[config.mk]
export PLATFORM = sky130hd
export DESIGN_NAME = unified_mem_arbiter
export DESIGN_NICKNAME = d
export VERILOG_FILES = /design/src/rtl/unified_mem_arbiter.sv
export SDC_FILE = /design/constraint.sdc
export NUM_CORES = 1
export LEC_CHECK = 0
export ABC_CLOCK_PERIOD_IN_PS = 6550
export BUFFER_PORTS_ARGS = -buffer_cell sky130_fd_sc_hd__buf_2
export CAP_MARGIN = 20
export CORE_ASPECT_RATIO = 1.75
export CORE_UTILIZATION = 51
export CTS_BUF_LIST = sky130_fd_sc_hd__clkbuf_8 sky130_fd_sc_hd__clkbuf_16
export DETAILED_ROUTE_END_ITERATION = 8
export HOLD_SLACK_MARGIN = 0.15
export MAX_ROUTING_LAYER = met4
export PLACE_DENSITY = 0.95
export SLEW_MARGIN = 20
export SYNTH_ARGS = -nofsm -noshare
export SYNTH_HDL_FRONTEND = slang
export SYNTH_SLANG_ARGS = --single-unit
[constraint.sdc]
create_clock -name clk -period 6.55 [get_ports clk]
set_input_delay 0.655 -clock clk [delete_from_list [all_inputs] [get_ports clk]]
set_output_delay 0.655 -clock clk [all_outputs]
set_load 0.01 [all_outputs]
[src/rtl/unified_mem_arbiter.sv]
// unified_mem_arbiter: shares one memory port between an instruction-fetch and a data requester
module unified_mem_arbiter #(
   parameter int TIMEOUT_CYCLES = 16
) (
   input  logic        clk,
   input  logic        rst,
   input  logic        i_req,
   input  logic [31:0] i_addr,
   output logic [31:0] i_rdata,
   output logic        i_ack,
   output logic        i_err,
   input  logic        d_req,
   input  logic        d_write,
   input  logic [1:0]  d_size,
   input  logic [31:0] d_addr,
   input  logic [31:0] d_wdata,
   output logic [31:0] d_rdata,
   output logic        d_ack,
   output logic        d_err,
   output logic [31:0] MAD,
   output logic        MREQ,
   output logic        MWRITE,
   output logic [1:0]  MSIZE,
   output logic [31:0] MWDT,
   input  logic [31:0] MRDT,
   input  logic        ACKM_n
);
   typedef enum logic [1:0] {IDLE, GRANT_I, GRANT_D, RESP} state_t;
   state_t state, state_n;
   logic last_d, served_d, err_q, mwrite_q, in_grant, pick_d, done;
   logic [7:0] cnt;
   logic [1:0] msize_q;
   logic [31:0] mad_q, mwdt_q;
   assign in_grant = state == GRANT_I || state == GRANT_D;
   assign pick_d = d_req && (!i_req || !last_d);
   assign done = !ACKM_n || (cnt + 8'd1 == 8'(TIMEOUT_CYCLES));
   assign MREQ = in_grant;
   assign MWRITE = mwrite_q & in_grant;
   assign MSIZE = msize_q;
   assign MAD = mad_q;
   assign MWDT = mwdt_q;
   assign i_ack = state == RESP && !served_d;
   assign d_ack = state == RESP && served_d;
   assign i_err = i_ack & err_q;
   assign d_err = d_ack & err_q;
   // next state: arbitrate in IDLE, finish a grant on acknowledge or timeout, RESP lasts one cycle
   always_comb begin
      state_n = state;
      case (state)
         IDLE:    state_n = pick_d ? GRANT_D : (i_req ? GRANT_I : IDLE);
         GRANT_I,
         GRANT_D: state_n = done ? RESP : state;
         default: state_n = IDLE;
      endcase
   end
   // state, latched memory command, wait counter and captured read data
   always_ff @(posedge clk or posedge rst) begin
      if (rst) begin
         state <= IDLE;
         last_d <= 1'b0;
         served_d <= 1'b0;
         err_q <= 1'b0;
         cnt <= '0;
         mad_q <= '0;
         mwrite_q <= 1'b0;
         msize_q <= '0;
         mwdt_q <= '0;
         i_rdata <= '0;
         d_rdata <= '0;
      end else begin
         state <= state_n;
         if (state == IDLE && state_n != IDLE) begin
            last_d <= state_n == GRANT_D;
            served_d <= state_n == GRANT_D;
            err_q <= 1'b0;
            cnt <= '0;
            mad_q <= state_n == GRANT_D ? d_addr : i_addr;
            mwrite_q <= state_n == GRANT_D && d_write;
            msize_q <= state_n == GRANT_D ? d_size : 2'b00;
            mwdt_q <= (state_n == GRANT_D && d_write) ? d_wdata : '0;
         end
         if (in_grant) cnt <= cnt + 8'd1;
         if (in_grant && done) begin
            err_q <= ACKM_n;
            if (state == GRANT_D) d_rdata <= (ACKM_n || mwrite_q) ? '0 : MRDT;
            else i_rdata <= ACKM_n ? '0 : MRDT;
         end
      end
   end
endmodule

==> impl_metrics.csv <==
group,metric,value,unit
power_and_ir_drop,p_clk_share,21.8,%
synth,synth_cell_types,42,
floorplanning,die-area,12530,sq um
worst_hold_path,hold_class,"input pin to async pin",
power_and_ir_drop,p_sw_share,40.47,%
sta,final-hold-violation-count,0,
setup_path,r2r-start,"state[0]",
final_layout,fin_util,69.70,%
sta,slew_headroom,39.76,%
setup_path,required,6.80,ns
global_routing,grt_first_pass_wirelength,26.73,mm
final_layout,mostFrequentLayoutCells,"271 x buf_2, 143 x dfrtp_1, 98 x a22o_1",
floorplanning,io_pins,272,
cts,cts-root-buf,"clkbuf_16",
setup_path,critPathKind,"flop to flop",
setup_path,critPathMaxFanout,69,
power_and_ir_drop,vdd_drop_max,0.3036,mV
power_and_ir_drop,pwr_density_cell,561.0,nW/um^2
setup_path,setup.worst_path.start,"state[0]",
cts,post_cts_resized,0,
floorplanning,core-area,11650,sq um
power_and_ir_drop,comb_power_share,44.9,%
cts,post_cts_buffers,0,
drt,dr.pass1.iters,5,
setup_path,crit_path_end_kind,"flop",
sta,setup_viol,0,
power_and_ir_drop,power.switching,1.843,mW
synth,ys_warn_count,0,
sta,period_minus_slack,3.943,ns
synth,async_reset_ff_share,100.0,%
floorplanning,std_cell_rows,52,
cts,clkSinkCount,143,
cts,numCtsBuffers,17,
global_routing,grt_overflow_total,0,
power_and_ir_drop,p_int,2.711,mW
drt,wl_per_cell,18.88,um
sta,tightest_slew,0.9036,ns
placement,dp_hpwl,11.93,mm
setup_path,critPathLaunchType,"flop",
final_layout,layout-drive-gt1-share,46.60,%
synth,syn_area,6155,sq um
global_routing,grtUsageTotal,28.82,%
final_layout,finish.instance_area,8118,sq um
cts,clk_pin_slew,0.07,ns
floorplanning,die_h,147.3,um
final_layout,area_delta_synth_final,31.90,%
cts,tritoncts,"yes",
sta,worst_clock_skew,0.01221,ns
sta,fmax,253.6,MHz
drt,num_vias,5187,
cts,cts_hold_buf,0,
synth,synth-edff-count,0,
synth,synthFlopType,"dfrtp_1",
placement,placed_area,7500,sq um
sta,tns,0,ns
final_layout,nFillCells,825,
floorplanning,start_util,52.85,%
synth,syn_nets,636,
global_routing,grt_max_degree,73,
sta,finalCritPeriodShare,60.20,%
sta,drv_slew,0,
sta,fin_hold_ws,0.3594,ns
floorplanning,dieWidth,85.04,um
drt,ant_nets,0,
cts,clk_path_buf_depth,2,
global_routing,antenna_found_initial,0,
synth,avgSynthCellArea,12.43,sq um
power_and_ir_drop,leakagePower,4.277,nW
drt,vias_per_cell,5.763,
flow_run,max-cap-violations,0,
drt,drtIter0Drc,182,
final_layout,nets,892,
final_layout,mostFrequentLayoutCell,"buf_2",
sta,rsz0062_at_grt,"no",
placement,numPortBuffers,271,
placement,place_congestion,0.8907,
synth,syn_inst,495,
synth,seq_area_frac_synth,58.14,%
drt,drc,0,
drt,wl,16.99,mm
power_and_ir_drop,p_seq_share,33.3,%
cts,clk_latency,0.41,ns
cts,h-tree-depth,4,
setup_path,crit_arrival,4.19,ns
global_routing,grt_pass1_vias,5395,
synth,synth_seq_cells,143,
outcome,status,"finished, final reports clean",
==> Yosys cell counts, types with 6 or more instances <==
cell | n | area (sq um)
and2_1 | 6 | 37.54
clkbuf_1 | 13 | 48.80
nor2_1 | 41 | 153.9
buf_6 | 7 | 78.83
inv_1 | 37 | 138.9
a221oi_2 | 32 | 480.5
a22o_1 | 98 | 858.3
nand2_1 | 8 | 30.03
buf_2 | 16 | 80.08
nor3_1 | 32 | 160.2
dfrtp_1 | 143 | 3578
==> registers in the layout (all words and copies together) (netlist names) <==
register and flops:
MWDT 32, mwrite_q 1, d_rdata 32, cnt 8
i_rdata 32, state 2, err_q 1, MAD 32
MSIZE 2, served_d 1
==> through the flow <==
step	power [mW]	cells	setup WS, ns
after floorplan	2.931	495	2.057
after detailed placement	3.565	867	2.708
after CTS	4.581	899	2.653
after global routing	4.829	899	2.385
after global placement	3.480	867	2.805
final	4.554	900	2.607
==> layout make-up <==
class / count / area (sq um) / area share (%)
flip-flops and latches: 143 / 3578 / 44.08
multi-input cells: 273 / 2193 / 27.02
clock inverters: 15 / 188.9 / 2.327
repair buffers: 279 / 1416 / 17.45
well taps: 135 / 168.9 / 2.081
clock buffers: 17 / 425.4 / 5.240
diodes: 1 / 2.502 / 0.03083
inverters: 37 / 143.9 / 1.773
==> cells by family (layout without fill, tap and decap cells) <==
kind of cell             after synthesis  after routing  share of synthesized area [%]
AO/OA/AOI/OAI                        153            153                          24.72
flip-flops                           143            143                          58.14
XOR/XNOR                               2              2                         0.2847
adder cells (fa/ha/maj)                5              5                          1.016
multiplexers                           2              2                         0.5285
other                                  0              1                              0
AND/OR/NAND/NOR                      111            111                          9.006
buffers and inverters                 79            348                          6.302
==> per-layer routing <==
layer / up-vias / wire, um / share of wire, % / GRT usage, %
met5: - / 0 / 0 / -
met4: 0 / 363 / 2.1 / 11.27
met3: 28 / 1107 / 6.5 / 6.236
met2: 260 / 9069 / 53 / 50.00
met1: 2549 / 6451 / 38 / 31.99
li1: 2350 / - / - / -
==> critical path, stage by stage, from the launching register on <==
cell and delay [ns]:
dfrtp_1 0.43, inv_1 0.09, ha_1 0.49, and2_1 0.26
and3_2 0.23, a31oi_4 0.18, buf_4 0.70, a21o_2 0.55
buf_4 0.62, a221oi_2 0.16
==> power groups by stage <==
stage | logic [mW] | registers [mW] | clock network [mW]
detailed placement | 2.05 | 1.51 | 0
global route | 2.22 | 1.56 | 1.05
global placement | 1.98 | 1.50 | 0
finish | 2.05 | 1.51 | 0.995
floorplan | 1.28 | 1.65 | 0
CTS | 2.06 | 1.51 | 1.01
==> worst paths after layout <==
kind | endpoint | slack, ns | cells past startpoint
setup / recovery | MAD[5] | 2.61 | 9
hold / removal | i_rdata[4] | 0.36 | 2
setup reg to reg | MAD[5] | 2.61 | 9
hold reg to reg | cnt[7] | 0.49 | 1
max in group asynchronous | MAD[31] | 4.86 | 3
min in group clk | MWDT[11] | 0.46 | 2
(Power assumes the default switching activity.)
